`config.mk`:
```
export PLATFORM = sky130hd
export DESIGN_NAME = pipe_hazard_ctrl
export DESIGN_NICKNAME = d
export VERILOG_FILES = /design/src/rtl/pipe_hazard_ctrl.sv
export SDC_FILE = /design/constraint.sdc
export NUM_CORES = 1
export LEC_CHECK = 0
export CAP_MARGIN = 20
export CELL_PAD_IN_SITES_DETAIL_PLACEMENT = 0
export CELL_PAD_IN_SITES_GLOBAL_PLACEMENT = 1
export CORE_UTILIZATION = 38
export DETAILED_ROUTE_END_ITERATION = 8
export HOLD_SLACK_MARGIN = 0.03
export PLACE_DENSITY = 0.88
export SYNTH_ARGS = -nofsm -noshare
export SYNTH_HDL_FRONTEND = slang
export SYNTH_SLANG_ARGS = --single-unit
```
`constraint.sdc`:
```
create_clock -name clk -period 2.45 [get_ports clk]
set_clock_uncertainty 0.15 [all_clocks]
set_input_delay 0.3675 -clock clk [delete_from_list [all_inputs] [get_ports clk]]
set_output_delay 0.3675 -clock clk [all_outputs]
set_load 0.05 [all_outputs]
```
`src/rtl/pipe_hazard_ctrl.sv`:
```
// Front-end sequencer: turns load/branch hazards into a timed is_stall window and
// issues one-cycle BHT/BTB update strobes plus saturating perf counters per resolved branch.
module pipe_hazard_ctrl #(
    parameter int MAX_BR_STALL = 2,
    parameter int CNT_W        = 16
) (
    input  logic             clk,
    input  logic             start,
    input  logic             load_stall,
    input  logic [1:0]       br_stall,
    input  logic             id_is_branch,
    input  logic             id_pcsrc,
    input  logic             if_id_branch_pred,
    output logic             is_stall,
    output logic             bht_update,
    output logic             bht_update_dir,
    output logic             btb_update,
    output logic             mispredict,
    output logic [CNT_W-1:0] br_count,
    output logic [CNT_W-1:0] mispred_count,
    output logic             busy
);

    typedef enum logic {RUN, STALL} state_t;

    localparam logic [1:0] MAX_BS = MAX_BR_STALL[1:0];
    localparam logic [CNT_W-1:0] CNT_MAX = {CNT_W{1'b1}};

    state_t     state;
    logic [1:0] stall_cnt;
    logic [1:0] br_clamp;
    logic [1:0] need;
    logic       resolve;

    always_comb begin
        br_clamp = (br_stall > MAX_BS) ? MAX_BS : br_stall;
        need     = (load_stall && br_clamp == 2'd0) ? 2'd1 : br_clamp;
    end

    // Gated by start so the freeze releases the instant reset is asserted.
    assign is_stall = !start && ((state == STALL) || (need != 2'd0));
    assign resolve  = (state == RUN) && !is_stall && id_is_branch;
    assign busy     = (state == STALL);

    always_ff @(posedge clk or posedge start) begin
        if (start) begin
            state          <= RUN;
            stall_cnt      <= 2'd0;
            bht_update     <= 1'b0;
            bht_update_dir <= 1'b0;
            btb_update     <= 1'b0;
            mispredict     <= 1'b0;
            br_count       <= '0;
            mispred_count  <= '0;
        end else begin
            bht_update     <= resolve;
            bht_update_dir <= resolve && id_pcsrc;
            btb_update     <= resolve && id_pcsrc;
            mispredict     <= resolve && (id_pcsrc != if_id_branch_pred);
            if (resolve) begin
                if (br_count != CNT_MAX)
                    br_count <= br_count + CNT_W'(1);
                if ((id_pcsrc != if_id_branch_pred) && (mispred_count != CNT_MAX))
                    mispred_count <= mispred_count + CNT_W'(1);
            end
            case (state)
                RUN: begin
                    // A single-cycle stall stays in RUN so hazards are re-sampled next cycle.
                    if (need >= 2'd2) begin
                        state     <= STALL;
                        stall_cnt <= need - 2'd1;
                    end
                end
                STALL: begin
                    stall_cnt <= stall_cnt - 2'd1;
                    if (stall_cnt == 2'd1)
                        state <= RUN;
                end
                default: state <= RUN;
            endcase
        end
    end

endmodule

```
==> reports/metrics.yaml <==
outcome: "finished, final reports clean"
synth-edff-count: 0
coreArea_sq_um: 4750
met2_usage_pct: 23.5
async_reset_ff_share_pct: 100
worstPathCellList: "clkdlybuf4s50_1, inv_1, o21ai_0, ha_1, a21oi_1, buf_12"
cp-end-kind: "output pin"
fin_crit_sh_pct: 88.7
grt_first_pass_wirelength_um: 6710
hold_class: "in -> async"
tightest_slew_ns: 0.574
slew_headroom_pct: 61.5
synth_seq_cells: 38
period_needed_ns: 2.17
synthCells: 177
grt_use_met3_pct: 4.72
drv_slew: 0
clock_path_buffers: 2
syn_nets: 189
routedWlPerCell_um: 13.1
n_antenna_cell: 0
drt_first_iter_violations: 95
cp_max_fo: 3
critPathMaxStageDelay_ns: 0.43
dp_hpwl_um: 2990
worstPathArrival_ns: 1.66
die_y_um: 72.4
netlist_top_cells_count: "dfrtp_1 (38), xor2_1 (20), nand2_1 (16)"
ios: 46
met1_usage_pct: 24.6
start_kind: "input pin"
peakVddDrop_mv: 0.563
vias: 1515
drc: 0
wl_um: 3970
synth_top_area_share_pct: 50.5
drtAntennaViolNets: 0
die_x_um: 72.4
h-tree-depth: 2
ff2ff_setup_slack_ns: 0.43
grt_usage_pct: 16.9
dr.pass1.iters: 6
clock-root-buffer: "clkbuf_8"
clk_pin_slew_ns: 0.07
rsz0062_at_grt: "false"
cpMaxStageDelayCell: "clkdlybuf4s50_1"
cap_violations: 0
fmax_mhz: 460
grt-ovfl-total: 0
first_global_vias: 1422
antenna_found_initial: 0
finalHoldViolations: 0
design_area_sq_um: 2590
synthTopCellsByArea: "dfrtp_1 (50%), xor2_1 (9.3%), nand4_1 (4.3%)"
synth_ff_type: "dfrtp_1"
yosysSeqAreaShare_pct: 50.5
routabilityCongestion: 0.801
yosysMostFrequentCell: "dfrtp_1"
layout.nets: 246
die_area_sq_um: 5240
synth_area_leader_cell: "dfrtp_1"
cts_hold_buf: 0
grt_max_degree: 28
rows: 25
criticalPathCategory: "in -> out"
avgSynthCellArea_sq_um: 10.6
cts_num_sinks: 38
top_usage_layer: "met1"
tritoncts: "done"
finalSetupViolations: 0
fin_setup_tns_ns: 0
port_buffers: 45
worstPathRequired_ns: 1.93
place_area_sq_um: 2480
vias_per_cell: 5.02
yosys_warnings: 0
drive_above_1_share_pct: 10.6
clk_latency_ns: 0.30
cts_buffers: 5
powerDensity_nw_per_um2: 873
initial_core_util_pct: 39.6
leakagePower_uw: 0.00114
synth_area_sq_um: 1880
synth.distinct_cells: 37
syn_to_final_growth_pct: 37.4
timing repair:
| item | in CTS | in global routing |
|---|---|---|
| endpoints found under the setup margin | 0 | 1 |
| resized for setup | 0 | 1 |
| buffers inserted | 0 | 0 |
cell type report:
| type | instances | area [sq um] |
|---|---|---|
| clock buffers | 5 | 68.8 |
| clock inverters | 3 | 40.0 |
| fillers | 440 | 2170 |
| inverters | 5 | 18.8 |
| multi-input cells | 131 | 892 |
| flip-flops and latches | 38 | 951 |
| well taps | 67 | 83.8 |
| repair buffers | 53 | 533 |
per-layer routing:
| metal | up-vias | part of all wire, % |
|---|---|---|
| met5 | - | 0 |
| met4 | 0 | 1.1 |
| met3 | 4 | 4.1 |
| met2 | 30 | 46 |
| met1 | 734 | 49 |
| li1 | 747 | - |
logic make-up after synthesis:
family	Yosys count	share of synthesized area, %
mux	5	3.06
buf+inv	8	2.19
simple gates	82	24.4
compound gates	11	3.72
fa+ha+maj	4	2.66
flops	38	50.5
xor+xnor	29	13.5
per-stage QoR:
step / total power, uW / util (%) / hold WS [ns] / setup slack [ns] / std cells
after floorplan: 1430 / - / 0.301 / 0.127 / 177
after global placement: 1730 / 52.1 / 0.338 / -0.0156 / 294
after detailed placement: 1740 / 52.1 / 0.335 / -0.0801 / 294
after CTS: 2280 / 54.4 / 0.345 / 0.236 / 302
after global routing: 2380 / 54.4 / 0.387 / 0.0798 / 302
final: 2260 / 54.4 / 0.342 / 0.277 / 302
flip-flops by register name, indices dropped and copies added, names as in the netlist:
| name | flops |
|---|---|
| br_count | 16 |
| mispredict | 1 |
| bht_update | 1 |
| mispred_count | 16 |
| busy | 1 |
| btb_update | 1 |
| stall_cnt | 2 |
where the power goes:
part | switching [uW] | leakage, uW | internal, uW
clock network | 233 | 0.0000579 | 300
registers | 145 | 0.000498 | 740
logic | 520 | 0.000583 | 321
total | 898 | 0.00114 | 1360
path summary, 6_finish.rpt:
check                               end  cells after the start         start
setup / recovery               is_stall                      6   br_stall[1]
hold / removal             stall_cnt[0]                      2         start
setup reg to reg            br_count[1]                      5   br_count[0]
hold reg to reg            stall_cnt[0]                      1  stall_cnt[0]
max in group asynchronous   br_count[0]                      3         start
min in group clk           stall_cnt[0]                      1  stall_cnt[0]
critical path, delay by kind of cell:
kind            cells  cell delay (ns)
fa+ha+maj           1             0.23
buf+inv             3             0.71
compound gates      2             0.35
cell usage in the layout (no fill, tap or decap), types with 3 or more instances in the layout:
cell type / instances
a21oi_1: 5
and2_1: 4
and3_1: 3
buf_4: 7
clkbuf_8: 5
clkdlybuf4s50_1: 44
dfrtp_1: 38
ha_1: 4
inv_1: 5
nand2_1: 16
nand3_1: 7
nand4_1: 13
nor2_1: 9
nor3_1: 10
nor4_1: 6
xnor2_1: 9
xor2_1: 20
No activity file was read; power rests on OpenSTA's default activity.
